**config.mk**
```make
export PLATFORM = sky130hd
export DESIGN_NAME = mem_cmd_scheduler
export DESIGN_NICKNAME = d
export VERILOG_FILES = /design/src/rtl/mem_cmd_scheduler_pkg.sv /design/src/rtl/mem_cmd_scheduler_tag_queue.sv /design/src/rtl/mem_cmd_scheduler.sv
export SDC_FILE = /design/constraint.sdc
export NUM_CORES = 1
export LEC_CHECK = 0
export ABC_AREA = 1
export CORE_MARGIN = 10
export CORE_UTILIZATION = 40
export DETAILED_ROUTE_END_ITERATION = 8
export GPL_TIMING_DRIVEN = 0
export PLACE_DENSITY = 0.68
export SYNTH_ARGS = -nofsm -noshare
export SYNTH_HDL_FRONTEND = slang
export SYNTH_SLANG_ARGS = --single-unit
```
**constraint.sdc**
```tcl
create_clock -name clk_mem -period 6.1 [get_ports clk_mem]
set_input_delay 0.61 -clock clk_mem [delete_from_list [all_inputs] [get_ports clk_mem]]
set_output_delay 0.61 -clock clk_mem [all_outputs]
set_load 0.01 [all_outputs]
```
**src/rtl/mem_cmd_scheduler_pkg.sv**
```systemverilog
// Shared types for the memory command scheduler: packed command layout and FSM states.
package mem_cmd_scheduler_pkg;

  localparam int CMD_WIDTH = 65;
  localparam int LEN_WIDTH = 32;

  typedef struct packed {
    logic        read_not_write;
    logic [31:0] address;
    logic [31:0] length;
  } MemoryCommand;

  typedef enum logic [1:0] {
    ST_IDLE  = 2'd0,
    ST_CMD   = 2'd1,
    ST_WRITE = 2'd2
  } sched_state_t;

endpackage

```
**src/rtl/mem_cmd_scheduler_tag_queue.sv**
```systemverilog
// Read tag FIFO: holds {client index, length} for each read issued to memory, head visible combinationally.
module mem_tag_queue #(
  parameter int depth       = 4,
  parameter int entry_width = 33
) (
  input  logic                     clk_mem,
  input  logic                     reset_n,
  input  logic                     push,
  input  logic [entry_width-1:0]   push_data,
  input  logic                     pop,
  output logic [entry_width-1:0]   head_data,
  output logic                     full,
  output logic                     empty,
  output logic [$clog2(depth):0]   count
);

  localparam int AW = $clog2(depth);

  logic [entry_width-1:0] store_reg [depth];
  logic [AW:0]            wr_ptr_reg;
  logic [AW:0]            rd_ptr_reg;
  logic                   do_push;
  logic                   do_pop;

  assign count     = wr_ptr_reg - rd_ptr_reg;
  assign full      = (count == (AW+1)'(depth));
  assign empty     = (count == '0);
  assign head_data = store_reg[rd_ptr_reg[AW-1:0]];
  assign do_pop    = pop && !empty;
  // A push while full is only safe when the head slot is vacated in the same cycle.
  assign do_push   = push && (!full || do_pop);

  always_ff @(posedge clk_mem or negedge reset_n) begin
    if (!reset_n) begin
      wr_ptr_reg <= '0;
      rd_ptr_reg <= '0;
    end else begin
      if (do_push) wr_ptr_reg <= wr_ptr_reg + 1'b1;
      if (do_pop)  rd_ptr_reg <= rd_ptr_reg + 1'b1;
    end
  end

  always_ff @(posedge clk_mem) begin
    if (do_push) store_reg[wr_ptr_reg[AW-1:0]] <= push_data;
  end

endmodule

```
**src/rtl/mem_cmd_scheduler.sv**
```systemverilog
// Round-robin scheduler sharing one memory command/write/read FIFO set between several clients.
module mem_cmd_scheduler
  import mem_cmd_scheduler_pkg::*;
#(
  parameter int num_clients     = 2,
  parameter int mem_width       = 32,
  parameter int cmd_width       = CMD_WIDTH,
  parameter int max_outstanding = 4
) (
  input  logic                             clk_mem,
  input  logic                             reset_n,
  input  logic [num_clients-1:0]           cli_cmd_valid,
  output logic [num_clients-1:0]           cli_cmd_ready,
  input  logic [num_clients*cmd_width-1:0] cli_cmd_data,
  input  logic [num_clients-1:0]           cli_wr_valid,
  output logic [num_clients-1:0]           cli_wr_ready,
  input  logic [num_clients*mem_width-1:0] cli_wr_data,
  output logic [num_clients-1:0]           cli_rd_valid,
  input  logic [num_clients-1:0]           cli_rd_ready,
  output logic [num_clients*mem_width-1:0] cli_rd_data,
  output logic                             mem_cmd_valid,
  input  logic                             mem_cmd_ready,
  output logic [cmd_width-1:0]             mem_cmd_data,
  output logic                             mem_wr_valid,
  input  logic                             mem_wr_ready,
  output logic [mem_width-1:0]             mem_wr_data,
  input  logic                             mem_rd_valid,
  output logic                             mem_rd_ready,
  input  logic [mem_width-1:0]             mem_rd_data,
  output logic [$clog2(num_clients)-1:0]   grant_index,
  output logic                             busy
);

  localparam int GW    = $clog2(num_clients);
  localparam int TAG_W = GW + LEN_WIDTH;
  localparam int QCW   = $clog2(max_outstanding) + 1;

  sched_state_t   state_reg, state_next;
  MemoryCommand   cmd_reg, cmd_next;
  logic [GW-1:0]  grant_reg, grant_next;
  logic [31:0]    wr_count_reg, wr_count_next;
  logic [31:0]    rd_count_reg, rd_count_next;

  MemoryCommand          cli_cmd     [num_clients];
  logic [mem_width-1:0]  cli_wr_word [num_clients];
  logic [num_clients-1:0] eligible;
  logic                  found;
  logic [GW-1:0]         winner;
  int                    idx;

  logic             tag_push, tag_pop, tag_full, tag_empty;
  logic [TAG_W-1:0] tag_head;
  logic [QCW-1:0]   tag_count;
  logic [GW-1:0]    head_client;
  logic [31:0]      head_len;
  logic             rd_hs;

  generate
    for (genvar gi = 0; gi < num_clients; gi++) begin : g_cli
      assign cli_cmd[gi]     = cli_cmd_data[gi*cmd_width +: cmd_width];
      assign cli_wr_word[gi] = cli_wr_data[gi*mem_width +: mem_width];
      assign cli_rd_data[gi*mem_width +: mem_width] = mem_rd_data;
      // Reads are skipped while no tag slot is free, so writes keep flowing.
      assign eligible[gi] = cli_cmd_valid[gi] && !(cli_cmd[gi].read_not_write && tag_full);
    end
  endgenerate

  always_comb begin
    found  = 1'b0;
    winner = grant_reg;
    idx    = 0;
    for (int i = 1; i <= num_clients; i++) begin
      idx = (int'(grant_reg) + i) % num_clients;
      if (!found && eligible[GW'(idx)]) begin
        found  = 1'b1;
        winner = GW'(idx);
      end
    end
  end

  always_comb begin
    state_next    = state_reg;
    cmd_next      = cmd_reg;
    grant_next    = grant_reg;
    wr_count_next = wr_count_reg;
    cli_cmd_ready = '0;
    cli_wr_ready  = '0;
    mem_cmd_valid = 1'b0;
    mem_wr_valid  = 1'b0;
    mem_wr_data   = cli_wr_word[grant_reg];
    tag_push      = 1'b0;
    case (state_reg)
      ST_IDLE: begin
        if (found && reset_n) begin
          cli_cmd_ready[winner] = 1'b1;
          cmd_next              = cli_cmd[winner];
          grant_next            = winner;
          if (cli_cmd[winner].length != '0) state_next = ST_CMD;
        end
      end
      ST_CMD: begin
        mem_cmd_valid = 1'b1;
        if (mem_cmd_ready) begin
          if (cmd_reg.read_not_write) begin
            tag_push   = 1'b1;
            state_next = ST_IDLE;
          end else begin
            wr_count_next = '0;
            state_next    = ST_WRITE;
          end
        end
      end
      ST_WRITE: begin
        mem_wr_valid            = cli_wr_valid[grant_reg];
        cli_wr_ready[grant_reg] = mem_wr_ready;
        if (cli_wr_valid[grant_reg] && mem_wr_ready) begin
          if (wr_count_reg == cmd_reg.length - 32'd1) begin
            wr_count_next = '0;
            state_next    = ST_IDLE;
          end else begin
            wr_count_next = wr_count_reg + 32'd1;
          end
        end
      end
      default: state_next = ST_IDLE;
    endcase
  end

  // Read return path runs independently of the issue FSM, steered by the tag queue head.
  assign head_client = tag_head[TAG_W-1 -: GW];
  assign head_len    = tag_head[LEN_WIDTH-1:0];

  always_comb begin
    cli_rd_valid = '0;
    mem_rd_ready = 1'b0;
    if (!tag_empty) begin
      cli_rd_valid[head_client] = mem_rd_valid;
      mem_rd_ready              = cli_rd_ready[head_client];
    end
  end

  assign rd_hs   = mem_rd_valid && mem_rd_ready;
  assign tag_pop = rd_hs && (rd_count_reg == head_len - 32'd1);

  always_comb begin
    rd_count_next = rd_count_reg;
    if (tag_pop)    rd_count_next = '0;
    else if (rd_hs) rd_count_next = rd_count_reg + 32'd1;
  end

  mem_tag_queue #(
    .depth       (max_outstanding),
    .entry_width (TAG_W)
  ) u_tag_queue (
    .clk_mem   (clk_mem),
    .reset_n   (reset_n),
    .push      (tag_push),
    .push_data ({grant_reg, cmd_reg.length}),
    .pop       (tag_pop),
    .head_data (tag_head),
    .full      (tag_full),
    .empty     (tag_empty),
    .count     (tag_count)
  );

  always_ff @(posedge clk_mem or negedge reset_n) begin
    if (!reset_n) begin
      state_reg    <= ST_IDLE;
      cmd_reg      <= '0;
      grant_reg    <= '0;
      wr_count_reg <= '0;
      rd_count_reg <= '0;
    end else begin
      state_reg    <= state_next;
      cmd_reg      <= cmd_next;
      grant_reg    <= grant_next;
      wr_count_reg <= wr_count_next;
      rd_count_reg <= rd_count_next;
    end
  end

  assign mem_cmd_data = cmd_reg;
  assign grant_index  = grant_reg;
  assign busy         = (state_reg != ST_IDLE) || (tag_count != '0);

endmodule

```
* Yosys cells after proc, flatten, opt, wreduce, memory -nomap -nowiden *
Memory sizes are Yosys's and may differ from the RTL's.
Cells that the tools add are included.
Widths: inputs -> output; s select.

word-level totals
  memories = 1
  output and inout port bits = 172
  memory bits (writable) = 132
  word-level logic and storage cells = 122
  bits in registers = 138

cells by class
  add/sub/neg operators = 9
  mux-type cells = 50
  bitwise gates (word level) = 4
  equality and inequality tests = 11
  reductions and logical operators = 28
  $lt $le $gt $ge = 10

memory list
  memory                 words  width  read ports  clocked after Yosys merged registers in  wr ports  line                               text
  u_tag_queue.store_reg  4      33     1           0                                        1         mem_cmd_scheduler_tag_queue.sv:19  logic [entry_width-1:0] store_reg [depth];

operator list
  cell                   number
  $mux 32                9
  $mux 65                3
  $add 32x1->32 const B  2
  $eq 32x32->1           2
  $pmux 32 s2            1
  $sub 32x1->32 const B  2
  $reduce_bool 32->1     1
  $mux 1                 23
  $mux 2                 10
  $logic_and 1x1->1      12
  $ne 2x2->1 const B     6
  $add 3x1->3 const B    2
  $lt 1x2->1 const B     3
  $lt 1x3->1 const B     2
  $pmux 2 s3             1
  $reduce_bool 2->1      3
  $reduce_and 5->1       1
  $and 2x2->2            2
  $ge 2x2->1 const B     2
  $logic_not 1->1        4
  $not 1->2              2
  $reduce_and 4->1       1
  $demux 1 s1            3
  $eq 3x3->1 const B     1
  10 further kinds       14

* Longest topological paths before layout *
  word-level depth = 19
  gate-level depth with buffers = 24
  gate-level depth less buffers = 21

* Modules after synthesis *
Synthesis repeated with hierarchy kept, for this count alone.

unflattened totals
  cells, all modules = 2014
  area total of the unflattened synthesis = 16071.7 um2

modules (own cells, without submodules)
  module             seq. area each (um2)  cells an instance  area an instance (um2)  instances
  mem_cmd_scheduler  3303.2                1633               10741.6                 1
  mem_tag_queue      4113.9                381                5330.1                  1

* Least setup slack after synthesis *
Ideal clock, no wire load.

  kind = register -> register
  from = register u_tag_queue.rd_ptr_reg[1]
  to = memory u_tag_queue.store_reg[0][0] (enable)
  period minus slack after synthesis = 4.380 ns
  arrival time = 3.957 ns
  cell stages (with the launch flop) = 21
  setup time = 0.423 ns
  path buffers = 3
  setup slack = 1.720 ns
  data required time = 5.677 ns
  cells stage by stage = dfrtp_1 buf_4 inv_4 buf_6 buf_2 ha_1 a21oi_1 nand2_1 nand2_1 inv_1 nand2_1 nand3_4 nor3_1 nand2_1 nor2_1 nand2_1 nor2_2 nand3_4 nand2_4 nand2_2 nor2_1

on the way
  cells in the longest elaborated chain, start to end = 11
  elaborated cells between the ends (all ways) = 18
  those cells by class = add/sub: 2; eq/ne: 2; mux: 5; reduce/logical: 8; memory: 1

ends and longest elaborated chain
  what                                                                  line                               text
  from (decl)                                                           mem_cmd_scheduler_tag_queue.sv:21  logic [AW:0] rd_ptr_reg;
  from (signal assigned)                                                mem_cmd_scheduler_tag_queue.sv:39  if (do_pop) rd_ptr_reg <= rd_ptr_reg + 1'b1;
  parallel branches: the longest is 7 deep, another holds $mem_v2 4x33  --
  $logic_or 1x1->1 *                                                    mem_cmd_scheduler_tag_queue.sv:31  assign do_push = push && (!full || do_pop);
  $logic_and 1x1->1 *                                                   mem_cmd_scheduler_tag_queue.sv:31
  $mux 1 *                                                              mem_cmd_scheduler_tag_queue.sv:44  if (do_push) store_reg[wr_ptr_reg[AW-1:0]] <= push_data;
  $mux 1 (not written as such) *                                        mem_cmd_scheduler_tag_queue.sv:44
  to (decl)                                                             mem_cmd_scheduler_tag_queue.sv:19

Every way passes the cells marked *. The select of a mux whose other input is x is not followed.

* Final worst setup path *
  from = register u_tag_queue.rd_ptr_reg[1]
  to = output port cli_cmd_ready[1]

on the way
  cells in the longest elaborated chain, start to end = 17
  elaborated cells between the ends (all ways) = 23
  those cells by class = add/sub: 1; order compare: 2; eq/ne: 1; mux: 12; reduce/logical: 7

ends and longest elaborated chain
  what                                                                   line                               text
  $sub 3x3->3 *                                                          mem_cmd_scheduler_tag_queue.sv:25  assign count = wr_ptr_reg - rd_ptr_reg;
  $eq 3x3->1 *                                                           mem_cmd_scheduler_tag_queue.sv:26  assign full = (count == (AW+1)'(depth));
  $logic_and 1x1->1 *                                                    mem_cmd_scheduler.sv:64            assign eligible[gi] = cli_cmd_valid[gi] && !(cli_cmd[gi].read_not_write && tag_full);
  $logic_not 1->1 *                                                      mem_cmd_scheduler.sv:64
  $logic_and 1x1->1 *                                                    mem_cmd_scheduler.sv:64
  $mux 1 (not written as such) (2 in a row)                              mem_cmd_scheduler.sv:74            if (!found && eligible[GW'(idx)]) begin
  $mux 1                                                                 mem_cmd_scheduler.sv:74
  $logic_not 1->1                                                        mem_cmd_scheduler.sv:74
  $logic_and 1x1->1                                                      mem_cmd_scheduler.sv:74
  $mux 1                                                                 mem_cmd_scheduler.sv:74
  $lt 1x2->1 (not written as such) / $ge 1x1->1 (equally long branches)  mem_cmd_scheduler.sv:95            cli_cmd_ready[winner] = 1'b1;
  $logic_and 1x1->1 (not written as such)                                mem_cmd_scheduler.sv:95
  $mux 1 (not written as such)                                           mem_cmd_scheduler.sv:95
  $demux 1 s1                                                            mem_cmd_scheduler.sv:95
  $mux 2 *                                                               mem_cmd_scheduler.sv:94            if (found && reset_n) begin
  $mux 2 *                                                               mem_cmd_scheduler.sv:92            case (state_reg)
  to (decl)                                                              mem_cmd_scheduler.sv:13            output logic [num_clients-1:0] cli_cmd_ready,

Every way passes the cells marked *; elsewhere a longest branch is shown, timed or not. The select of a mux whose other input is x is not followed.

==> flow_summary.yaml <==
status:
  outcome: "finished, final reports clean"
synth:
  seq_area_frac_synth_pct: 45.0
  synthFlopType: "dfrtp_1"
  yosys-top-cells-area: "edfxtp_1 24%, dfrtp_1 21%, nand2_1 17%"
  ys_warn_count: 0
  async_reset_ff_share_pct: 51.1
  post_synth.cell_area_avg_um2: 7.56
  synth_top_area_share_pct: 24.0
  synth_cells: 2181
  synth_nets: 2429
  ys_ff_latch: 270
  syn_area_mm2: 0.0165
  synth_cell_type_count: 45
  synth-edff-count: 132
  synth.largest_area_cell: "edfxtp_1"
power_and_ir_drop:
  total_power_mw: 7.05
  ir_drop_mv: 0.212
  p_leak_nw: 9.68
  power.density_mw_per_mm2: 319
global_routing:
  grt_pass1_wl_mm: 90.9
  grt_max_degree: 91
  grt_pass1_vias: 16100
  gr-total-overflow: 0
  grt_usage_pct: 22.9
  grt_antenna_before_repair: 0
route:
  ant_nets: 0
  drc: 0
  wl_per_cell_um: 18.7
  avgViaCountPerCell: 5.01
  finalWirelength_mm: 58.9
  drtPass1Iterations: 5
  drt_iter0_drc: 957
  vias: 15800
place:
  port_buffers: 375
  gp_congestion: 0.986
  hpwl_mm: 47.9
  placed_area_mm2: 0.0211
sta:
  fin_crit_sh_pct: 87.2
  maxSlewViolCount: 0
  max_slew.worst_pin.slew_ps: 663
  fmax_mhz: 188
  fin_tns_setup_ps: 0
  hold_viol: 0
  setup_viol: 0
  rsz0062_at_grt: "false"
  skew_ps: 24.3
  fin_crit_ps: 5320
  relSlewSlack_pct: 55.8
clock_network:
  clock_latency_ps: 580
  cts.sinks: 270
  cts_buffer_depth: 3
  h-tree-depth: 1
  cts_root_buf: "clkbuf_16"
  cts_tree: "done"
  cts.clk_slew.worst_paths_ps: 60
  cts_setup_buffers: 0
  cts_buffers: 30
flow_run:
  maxCapViolCount: 0
worst_setup_path:
  worstSetupPathType: "flip-flop to output pin"
  critical-path-top-delay-family: "buffers and inverters"
  reg2reg_slack_ps: 1410
  start_kind: "flip-flop"
  crit_cells: 17
  cpMostUsedCell: "nand2_1"
  worstPathArrival_ps: 4710
  cpMaxStageDelayCell: "clkdlybuf4s50_1"
  r2r_cells: 23
  critPathMaxFanout: 10
  r2r_start: "u_tag_queue.rd_ptr_reg[1]"
  cpPeakStageDelay_ps: 630
  cp_num_buf_inv: 8
  cp.required_ps: 5490
  endpoint_kind: "output pin"
  worstPathCellList: "buf_4 > inv_4 > buf_6 > buf_2 > ha_1 > nand2_1 > nand2_1 > nand2_1 > nand2_1 > nand3_1 > nand3_1 > inv_1 > nand2_1 > clkbuf_1 > nor2_1 > clkbuf_1 > clkdlybuf4s50_1"
  timing.rr.end: "state_reg[0]"
floorplan:
  rows: 74
  die-height_um: 223
  die_w_um: 223
  core_mm2: 0.0408
  initial_core_util_pct: 40.4
  io_pins: 409
  die-area_mm2: 0.0497
layout:
  layout_commonest_cell: "nand2_1"
  largest_reg_flops: 132
  final_util_pct: 54.1
  nNetsFinal: 2843
  layout_common_cells: "763 x nand2_1, 374 x clkdlybuf4s50_1, 204 x inv_1, 197 x nor2_1, 188 x nand3_1"
  nFillCells: 3823
  diodes: 0
  drive_above_1_share_pct: 7.45
  area_growth_pct: 34.0
  fin_area_mm2: 0.0221
worst_hold_path:
  worstHoldStart: "mem_cmd_data[38]"
  min_to: "mem_cmd_data[38]"
  min_path_type: "flip-flop to flip-flop"
  whs_path_depth: 2
metrics by stage:
stage,hold WS (ps),std cells,setup slack (ps)
3_5_place_dp,480,3093,1360
2_1_floorplan,314,2181,1720
5_1_grt,520,3150,445
6_report,495,3150,782
4_1_cts,498,3149,742
3_3_place_gp,480,3088,-2970
per-layer routing:
layer / part of all wire (%) / GRT usage, % / routed length (µm) / vias up
met5: 0 / 0 / 0 / -
met1: 38 / 25.3 / 22400 / 7411
met4: 3.5 / 8.09 / 2040 / 0
li1: - / - / - / 7772
met3: 6.3 / 4.69 / 3710 / 101
met2: 52 / 42.4 / 30800 / 484
cell families after synthesis:
| family | Yosys count | synth area share (%) |
|---|---|---|
| DFF | 270 | 45.0 |
| buffers and inverters | 337 | 9.64 |
| adders and majority gates | 11 | 0.835 |
| and+or+nand+nor | 1322 | 34.4 |
| xor gates and xnor gates | 106 | 5.80 |
| AOI/OAI and AO/OA | 135 | 4.39 |
tightest hold or removal path, delay by kind of cell (launching register included):
kind	cells	cell delay [ps]
flip-flops	1	340
AND/OR/NAND/NOR	2	120
worst max-delay path by stage:
stage,startpoint,to,slack [ps]
after global placement,reset_n,cli_cmd_ready[1],-2970
after global routing,u_tag_queue.rd_ptr_reg[1],cli_cmd_ready[0],440
after CTS,u_tag_queue.rd_ptr_reg[1],cli_cmd_ready[1],740
after floorplan,u_tag_queue.rd_ptr_reg[1],u_tag_queue.store_reg[0][0],1720
after detailed placement,u_tag_queue.rd_ptr_reg[1],cli_cmd_ready[1],1360
final,u_tag_queue.rd_ptr_reg[1],cli_cmd_ready[1],780
cell usage after synthesis (2+ instances only):
cell type and count:
a21o_1 2, a21oi_1 25, and2_1 5, and3_1 5
buf_2 14, buf_4 69, buf_6 6, clkbuf_1 34
clkinv_1 3, dfrtp_1 138, edfxtp_1 132, ha_1 11
inv_1 204, inv_2 5, nand2_1 763, nand2_2 2
nand2_4 2, nand3_1 188, nand3_2 2, nand3_4 2
nand3b_1 6, nand4_1 40, nor2_1 201, nor2_2 11
nor2_4 9, nor3_1 62, nor3b_1 4, nor4_1 10
o2111ai_1 3, o21ai_0 88, o21ai_1 6, o21bai_1 6
or2_2 8, xnor2_1 16, xnor3_1 2, xor2_1 88
where the power goes:
group / leakage [nW] / internal [mW] / switching [mW] / total (mW)
Combinational: 6.24 / 1.15 / 1.24 / 2.39
Sequential: 2.94 / 2.29 / 0.502 / 2.79
Clock: 0.499 / 1.11 / 0.758 / 1.87
Total: 9.68 / 4.55 / 2.50 / 7.05
layout make-up:
cell class / instances / area [µm²] / share of cell area (%)
timing repair buffer: 382 / 3880 / 17.6
clock buffer: 43 / 861 / 3.90
inverter: 214 / 807 / 3.65
tap: 532 / 666 / 3.01
multi-input combinational: 1574 / 7510 / 34.0
clock inverter: 12 / 164 / 0.742
sequential: 270 / 7420 / 33.6
buffer: 123 / 783 / 3.55
timing repair:
action,CTS,global route
hold buffers,1,0
gates resized for setup,0,0
hold endpoints to repair,17,0
(Power assumes the default switching activity.)
